<file path="src/rtl/fu_seq_pkg.sv">
// fu_seq_pkg: shared types and constants for the fu_sequencer slice.
//   state_e    - sequencer FSM states
//   COND_*     - condition-code encodings (used only when FU_SEQ_COND_EN is defined)
//   OP_*       - FU opcode group on opcode[3:2]; opcode[0] selects subtract in OP_ADD
//   cond_pass  - evaluates a condition code against the low two flag bits
package fu_seq_pkg;

   typedef enum logic [1:0] {
      StIdle = 2'd0,
      StExec = 2'd1,
      StWb   = 2'd2
   } state_e;

   localparam logic [1:0] COND_ALWAYS = 2'b00;
   localparam logic [1:0] COND_F0     = 2'b01;
   localparam logic [1:0] COND_NF0    = 2'b10;
   localparam logic [1:0] COND_F1     = 2'b11;

   localparam logic [1:0] OP_LOGIC = 2'b00;
   localparam logic [1:0] OP_ADD   = 2'b01;
   localparam logic [1:0] OP_MUL   = 2'b10;
   localparam logic [1:0] OP_SHIFT = 2'b11;

   function automatic logic cond_pass(input logic [1:0] cond, input logic [1:0] flg);
      logic pass;
      pass = 1'b1;
      case (cond)
         COND_ALWAYS: pass = 1'b1;
         COND_F0:     pass = flg[0];
         COND_NF0:    pass = ~flg[0];
         COND_F1:     pass = flg[1];
         default:     pass = 1'b1;
      endcase
      return pass;
   endfunction

endpackage

</file>
<file path="src/rtl/fu_regfile.sv">
// fu_regfile: NREGS x WIDTH register file for fu_sequencer.
// Ports:
//   clk, rst           - clock, asynchronous active-high reset (clears all entries)
//   i_we/i_waddr/i_wdata - single synchronous write port; writes to r0 are dropped
//   i_raddr_a/o_rdata_a  - asynchronous read port (rs1)
//   i_raddr_b/o_rdata_b  - asynchronous read port (rs2)
//   i_raddr_d/o_rdata_d  - asynchronous read port (debug)
// r0 always reads as zero.
module fu_regfile #(
   parameter int unsigned WIDTH = 16,
   parameter int unsigned NREGS = 8,
   localparam int unsigned AW = $clog2(NREGS)
) (
   input  logic             clk,
   input  logic             rst,
   input  logic             i_we,
   input  logic [AW-1:0]    i_waddr,
   input  logic [WIDTH-1:0] i_wdata,
   input  logic [AW-1:0]    i_raddr_a,
   output logic [WIDTH-1:0] o_rdata_a,
   input  logic [AW-1:0]    i_raddr_b,
   output logic [WIDTH-1:0] o_rdata_b,
   input  logic [AW-1:0]    i_raddr_d,
   output logic [WIDTH-1:0] o_rdata_d
);

   logic [WIDTH-1:0] r_mem [NREGS];

   always_ff @(posedge clk or posedge rst) begin
      if (rst) begin
         for (int i = 0; i < int'(NREGS); i++) begin
            r_mem[i] <= '0;
         end
      end else if (i_we && (i_waddr != '0)) begin
         r_mem[i_waddr] <= i_wdata;
      end
   end

   assign o_rdata_a = (i_raddr_a == '0) ? '0 : r_mem[i_raddr_a];
   assign o_rdata_b = (i_raddr_b == '0) ? '0 : r_mem[i_raddr_b];
   assign o_rdata_d = (i_raddr_d == '0) ? '0 : r_mem[i_raddr_d];

endmodule

</file>
<file path="src/rtl/fu_sequencer.sv">
// fu_sequencer: issue-side controller that turns the combinational FU into a
// registered, handshaked execution stage (IDLE -> EXEC -> WB, one op per 3 cycles).
// Ports:
//   clk, rst                       - clock, asynchronous active-high reset
//   instr_valid/instr_ready        - instruction handshake (ready only in IDLE, not while loading)
//   instr_op/rd/rs1/rs2/cond       - instruction fields
//   ld_en/ld_addr/ld_data          - register preload, honoured only in IDLE
//   dbg_addr/dbg_data              - combinational regfile peek
//   fu_a/fu_b/fu_opcode            - registered FU inputs
//   fu_y/fu_status                 - FU outputs, captured at the end of EXEC
//   done_valid/rd/data/skip        - completion report during WB
//   flags                          - last latched fu_status
// Optional feature: define FU_SEQ_COND_EN to enable conditional execution via instr_cond.
module fu_sequencer
   import fu_seq_pkg::*;
#(
   parameter int unsigned WIDTH = 16,
   parameter int unsigned NREGS = 8,
   localparam int unsigned AW = $clog2(NREGS)
) (
   input  logic             clk,
   input  logic             rst,
   input  logic             instr_valid,
   output logic             instr_ready,
   input  logic [3:0]       instr_op,
   input  logic [AW-1:0]    instr_rd,
   input  logic [AW-1:0]    instr_rs1,
   input  logic [AW-1:0]    instr_rs2,
   input  logic [1:0]       instr_cond,
   input  logic             ld_en,
   input  logic [AW-1:0]    ld_addr,
   input  logic [WIDTH-1:0] ld_data,
   input  logic [AW-1:0]    dbg_addr,
   output logic [WIDTH-1:0] dbg_data,
   output logic [WIDTH-1:0] fu_a,
   output logic [WIDTH-1:0] fu_b,
   output logic [3:0]       fu_opcode,
   input  logic [WIDTH-1:0] fu_y,
   input  logic [3:0]       fu_status,
   output logic             done_valid,
   output logic [AW-1:0]    done_rd,
   output logic [WIDTH-1:0] done_data,
   output logic             done_skip,
   output logic [3:0]       flags
);

   state_e           r_state, w_state_next;
   logic [WIDTH-1:0] r_fu_a, r_fu_b, r_result;
   logic [3:0]       r_fu_op, r_flags;
   logic [AW-1:0]    r_rd;
   logic             r_skip;
   logic             w_ready, w_accept, w_skip_next;
   logic             w_we;
   logic [AW-1:0]    w_waddr;
   logic [WIDTH-1:0] w_wdata, w_rs1_data, w_rs2_data;

`ifdef FU_SEQ_COND_EN
   assign w_skip_next = ~cond_pass(instr_cond, r_flags[1:0]);
`else
   logic w_unused_cond;
   assign w_unused_cond = ^instr_cond;
   assign w_skip_next   = 1'b0;
`endif

   always_ff @(posedge clk or posedge rst) begin
      if (rst) begin
         r_state <= StIdle;
      end else begin
         r_state <= w_state_next;
      end
   end

   always_comb begin
      w_state_next = r_state;
      w_ready      = 1'b0;
      w_accept     = 1'b0;
      w_we         = 1'b0;
      w_waddr      = ld_addr;
      w_wdata      = ld_data;
      unique case (r_state)
         StIdle: begin
            w_ready  = ~ld_en;
            w_accept = instr_valid & ~ld_en;
            w_we     = ld_en;
            if (w_accept) w_state_next = StExec;
         end
         StExec: w_state_next = StWb;
         StWb: begin
            // Suppressed ops still report completion but leave the regfile alone.
            w_we         = ~r_skip;
            w_waddr      = r_rd;
            w_wdata      = r_result;
            w_state_next = StIdle;
         end
         default: w_state_next = StIdle;
      endcase
   end

   always_ff @(posedge clk or posedge rst) begin
      if (rst) begin
         r_fu_a   <= '0;
         r_fu_b   <= '0;
         r_fu_op  <= '0;
         r_rd     <= '0;
         r_skip   <= 1'b0;
         r_result <= '0;
         r_flags  <= '0;
      end else begin
         if (w_accept) begin
            r_fu_a  <= w_rs1_data;
            r_fu_b  <= w_rs2_data;
            r_fu_op <= instr_op;
            r_rd    <= instr_rd;
            r_skip  <= w_skip_next;
         end
         if (r_state == StExec) begin
            r_result <= fu_y;
            if (!r_skip) r_flags <= fu_status;
         end
      end
   end

   fu_regfile #(
      .WIDTH(WIDTH),
      .NREGS(NREGS)
   ) u_regfile (
      .clk       (clk),
      .rst       (rst),
      .i_we      (w_we),
      .i_waddr   (w_waddr),
      .i_wdata   (w_wdata),
      .i_raddr_a (instr_rs1),
      .o_rdata_a (w_rs1_data),
      .i_raddr_b (instr_rs2),
      .o_rdata_b (w_rs2_data),
      .i_raddr_d (dbg_addr),
      .o_rdata_d (dbg_data)
   );

   assign instr_ready = w_ready;
   assign fu_a        = r_fu_a;
   assign fu_b        = r_fu_b;
   assign fu_opcode   = r_fu_op;
   assign done_valid  = (r_state == StWb);
   assign done_rd     = r_rd;
   assign done_data   = r_result;
   assign done_skip   = (r_state == StWb) & r_skip;
   assign flags       = r_flags;

endmodule

</file>
<file path="config.mk">
export PLATFORM = sky130hd
export DESIGN_NAME = fu_sequencer
export DESIGN_NICKNAME = d
export VERILOG_FILES = /design/src/rtl/fu_seq_pkg.sv /design/src/rtl/fu_regfile.sv /design/src/rtl/fu_sequencer.sv
export SDC_FILE = /design/constraint.sdc
export NUM_CORES = 1
export LEC_CHECK = 0
export BUFFER_PORTS_ARGS = -buffer_cell sky130_fd_sc_hd__buf_2
export CAP_MARGIN = 40
export CORE_UTILIZATION = 44
export CTS_BUF_LIST = sky130_fd_sc_hd__clkbuf_16
export CTS_CLUSTER_DIAMETER = 60
export DETAILED_ROUTE_END_ITERATION = 8
export GPL_TIMING_DRIVEN = 0
export HOLD_SLACK_MARGIN = 0.08
export PLACE_DENSITY = 0.64
export SLEW_MARGIN = 20
export SYNTH_ARGS = -nofsm -noshare
export SYNTH_HDL_FRONTEND = slang
export SYNTH_SLANG_ARGS = --single-unit
</file>
<file path="constraint.sdc">
create_clock -name clk -period 5.6 [get_ports clk]
set_clock_uncertainty 0.05 [all_clocks]
set_input_delay 0.28 -clock clk [delete_from_list [all_inputs] [get_ports clk]]
set_output_delay 0.28 -clock clk [all_outputs]
set_load 0.005 [all_outputs]
</file>
# ---- Word level (Yosys, flattened, before mapping)
# Cells that the tools add are included.
dict set report word_totals {
  register_bits 189
}
dict set report op_classes {
  order_cmp 5
  eq_ne 3
  n_mux 22
  bitwise_logic 6
  n_reduce_logical 7
}
# operator count
set op_table {}
lappend op_table {{16-bit 2-to-1 mux} 11}
lappend op_table {{16-bit binary-select mux with 3-bit select} 3}
lappend op_table {{128-bit bitwise mux} 1}
lappend op_table {{16-bit demux with 3-bit select} 1}
lappend op_table {{4-bit >= comparator, second input constant} 4}
lappend op_table {{3-bit NOT with 4-bit output} 4}
lappend op_table {{3-bit zero test} 3}
lappend op_table {{4-bit by 1-bit less-than comparator with 1-bit output, second input constant} 1}
lappend op_table {{2-bit one-hot mux with 2 select lines} 1}
lappend op_table {{3-bit 2-to-1 mux} 1}
lappend op_table {{3-bit nonzero test} 1}
lappend op_table {{2-bit by 1-bit equality test with 1-bit output, second input constant} 1}
lappend op_table {{2-bit equality test, second input constant} 1}
lappend op_table {{1-bit logical AND} 2}
lappend op_table {{2-bit zero test} 1}
lappend op_table {{1-bit 2-to-1 mux} 2}
lappend op_table {{2-bit 2-to-1 mux} 1}
lappend op_table {{2-bit inequality test, second input constant} 1}
lappend op_table {{1-bit one-hot mux with 2 select lines} 1}
lappend op_table {{1-bit AND} 1}
lappend op_table {{1-bit NOT} 1}

# ---- Longest topological paths before layout
dict set report depth {
  ltp_word 8
  depth_mapped 7
  mapped_depth_nobuf 5
}

# ---- By module
# From an unflattened synthesis, not the netlist that was laid out.
dict set report hier_totals {
  hier_cells 707
  area_unflattened_um2 9690.5
}
# mod instances cells_per_inst area_per_inst_um2 seq_area_each_um2
set by_module_without_submodules {}
lappend by_module_without_submodules {fu_regfile 1 549 7164.4 2802.7}
lappend by_module_without_submodules {fu_sequencer 1 158 2526.2 1526.5}

# ---- Least setup slack after synthesis
# Ideal clock, no wire load.
dict set report synth_timing {
  kind {input-to-output}
  start {input port dbg_addr[1]}
  end {output port dbg_data[10]}
  arrival_ns 1.553
  setup_slack_ns 3.717
  cell_stages 5
  n_path_buf 2
  cell_sequence {clkbuf_1 -> clkbuf_1 -> mux2_2 -> a221oi_1 -> a21oi_1}
}
dict set report synth_via {
  elab_chain_cells 5
  elab_cells_between_ends 6
  cone_classes {mux (4); bitwise (1); reduce/logical (1)}
}
# item line
set synth_lines {}
lappend synth_lines {{start, declared} fu_sequencer.sv:33} ;# input logic [AW-1:0] dbg_addr,
lappend synth_lines {{3-bit NOT with 4-bit output (implied by the code)} fu_regfile.sv:41} ;# assign o_rdata_d = (i_raddr_d == '0) ? '0 : r_mem[i_raddr_d];
lappend synth_lines {{16-bit binary-select mux with 3-bit select} fu_regfile.sv:41}
lappend synth_lines {{16-bit 2-to-1 mux (implied by the code) (2 in a row)} fu_regfile.sv:41}
lappend synth_lines {{16-bit 2-to-1 mux *} fu_regfile.sv:41}
lappend synth_lines {{end, declared} fu_sequencer.sv:34} ;# output logic [WIDTH-1:0] dbg_data,
# Every way passes the cells marked *; elsewhere a longest branch is shown, timed or not. The select of a mux whose other input is x is not followed.

# ---- Worst setup path in the final report
dict set report layout_timing {
  start {input port dbg_addr[1]}
  end {output port dbg_data[15]}
}
# Same word-level chain as after synthesis.

==> flow_summary.yaml <==
status:
  status: "finished, final reports clean"
timing:
  max_clock_freq_mhz: 348
  setup_slack_ns: 2.73
  worst_slew_pin_slew_ns: 0.883
  slew-limit-headroom: 0.411
  setup_viol: 0
  slew_violations: 0
  whs_ns: 0.263
  rsz0062_at_grt: "no"
  period_minus_slack_ns: 2.87
  hold_viol: 0
  fin_crit_sh: 0.513
worst_setup_path:
  critPathLaunchType: "input pin"
  critical_path_required_ns: 5.27
  crit_fanout: 10
  critPathArrivalTime_ns: 2.54
  worstSetupPathType: "in -> out"
  r2r_start: "r_state[1]$_DFFE_PP0P_"
  crit_end: "dbg_data[15]"
  crit_start: "dbg_addr[1]"
  r2r_end: "fu_b[10]$_DFFE_PP0P_"
  crit_path_end_kind: "output pin"
  rrSetupSlack_ns: 3.16
  r2r_cells: 5
synthesis:
  yosys.cell_types.count: 44
  synth-async-reset-ratio: 1.00
  synth_edf_count: 0
  avgSynthCellArea_um2: 12.3
  syn_nets: 844
  synth_flop_cell: "dfrtp_1"
  ys_ff_latch: 173
  synthesis.area_um2: 9630
  synth_seq_area_share: 0.450
  netlist_instances: 783
  yosysWarningCount: 0
min_path:
  hold_class: "in -> reg"
  hold_depth: 4
floorplan:
  initial_utilization: 0.454
  core-area_um2: 21200
  die_w_um: 150
  num_rows: 53
  fp.dieArea_um2: 22500
  io_pins: 139
  die_y_um: 150
grt:
  grt_pass1_wl_um: 45800
  gr-total-overflow: 0
  antenna_found_initial: 0
  grt_start_max_net_pins: 103
  grt.total_usage: 0.286
  grt_pass1_vias: 7402
run:
  cap_viol_max_count: 0
pwr:
  p_leak_uw: 0.00527
  power-per-cell-area_nw_per_um2: 425
  ir_worst_vdd_mv: 0.228
routing:
  wl_per_cell_um: 24.8
  routed_wl_um: 31000
  drt_pass1_iterations: 5
  vias: 7491
  drc: 0
  drt_iter0_markers: 616
  via_per_inst: 5.99
  drtAntennaViolNets: 0
finish:
  syn_to_final_growth_pct: 20.2
  layout_commonest_cell: "dfrtp_1"
  mostFrequentLayoutCells: "dfrtp_1 (173), buf_2 (146), mux2_2 (135)"
  nets: 1025
  diodes: 0
  fillCellCount: 1877
  seq_area_um2: 4330
  drive_gt1_frac: 0.404
  multi_input_area_um2: 4900
clock_tree:
  cts_max_level: 4
  clkSinkCount: 173
  clock_path_buffers: 2
  clk_pin_slew_ns: 0.07
  cts_made_buffers: 17
  cts_root_buf: "clkbuf_16"
  cts_setup_buffers: 0
  clk_latency_ns: 0.44
  tritoncts: "built"
placed_design:
  gp_congestion: 0.892
  pre_cts_ws_ns: 2.79
  portBuffers: 130
  hpwl_um: 20700
## per-stage QoR
step	setup TNS [ns]	util	cell area, um2	std cells	total power (uW)
2_1_floorplan	0	-	9630	783	3110
3_3_place_gp	-291.74	0.500	10600	1188	3580
3_5_place_dp	0	0.504	10700	1192	3640
4_1_cts	0	0.545	11600	1251	4910
5_1_grt	0	0.545	11600	1251	5160
6_report	0	0.545	11600	1251	4920
## flip-flops by register name (all words and copies together), names as in the netlist
name	cells
u_regfile.r_mem	112
done_data	16
fu_a	16
fu_b	16
flags	4
fu_opcode	4
done_rd	3
r_state	2
## layer usage
| metal | vias to the layer above | routed length, um | global-route usage |
|---|---|---|---|
| met3 | 73 | 2450 | 0.0601 |
| met4 | 0 | 959 | 0.107 |
| met5 | - | 0 | 0 |
| li1 | 3288 | - | - |
| met1 | 3784 | 13300 | 0.389 |
| met2 | 346 | 14200 | 0.448 |
## synth_stat cells, types with 2 or more instances
cell type | instances | area (um2)
a211oi_1 | 9 | 67.6
a21oi_1 | 24 | 120
a221oi_1 | 23 | 201
a22oi_1 | 14 | 105
buf_1 | 2 | 7.51
buf_2 | 16 | 80.1
buf_6 | 9 | 101
clkbuf_1 | 33 | 124
dfrtp_1 | 173 | 4330
inv_1 | 18 | 67.6
mux2_1 | 11 | 124
mux2_2 | 135 | 1520
mux2_4 | 40 | 601
mux2i_1 | 58 | 581
mux4_2 | 17 | 383
nand2_1 | 87 | 327
nand2_4 | 5 | 56.3
nand2b_1 | 5 | 31.3
nand3_1 | 2 | 10.0
nand3b_1 | 2 | 15.0
nor2_1 | 13 | 48.8
nor2b_1 | 5 | 31.3
nor3_1 | 3 | 15.0
o21ai_0 | 3 | 15.0
o221ai_1 | 22 | 193
o22a_1 | 22 | 193
o22ai_1 | 8 | 50.1
o31ai_1 | 8 | 60.1
## power breakdown
group	internal (uW)	switching, uW	total [uW]
logic	902	585	1490
clock network	738	521	1260
registers	1700	472	2170
## area by class of cell
cell class / count / share of cell area
Inverter: 20 / 0.00735
Clock buffer: 17 / 0.0368
Timing Repair Buffer: 162 / 0.0857
Sequential cell: 173 / 0.374
Tap cell: 275 / 0.0297
Buffer: 61 / 0.0277
Clock inverter: 14 / 0.0152
Multi-Input combinational cell: 529 / 0.423
## kinds of logic after synthesis
logic type | Yosys count | synth area share
simple gates | 127 | 0.0610
mux | 262 | 0.336
flops | 173 | 0.450
other cells | 1 | 0.000390
buf+inv | 81 | 0.0413
compound gates | 139 | 0.112
## timing repair
item,in CTS,in global routing
resized for setup,0,0
hold buffers,28,0
hold endpoints to repair,98,0
## worst min path at each step
| stage | slack (ns) | startpoint | endpoint |
|---|---|---|---|
| 6_report | 0.26 | ld_data[13] | u_regfile.r_mem[77]$_DFFE_PP0P_ |
| 2_1_floorplan | 0.34 | instr_rd[0] | done_rd[0]$_DFFE_PP0P_ |
| 3_5_place_dp | 0.34 | rst | done_data[2]$_DFFE_PP0N_ |
| 5_1_grt | 0.27 | ld_data[13] | u_regfile.r_mem[77]$_DFFE_PP0P_ |
| 4_1_cts | 0.24 | ld_data[13] | u_regfile.r_mem[77]$_DFFE_PP0P_ |
| 3_3_place_gp | 0.41 | fu_opcode[1]$_DFFE_PP0P_ | fu_opcode[1]$_DFFE_PP0P_ |
## worst max-delay path: stages
cell and delay, ns:
clkbuf_1 0.46, nor2b_1 0.20, clkbuf_1 0.40, clkbuf_1 0.55, a22oi_1 0.18, o21ai_0 0.28
buf_2 0.18
Note: power is estimated with default switching activity, not from simulation.
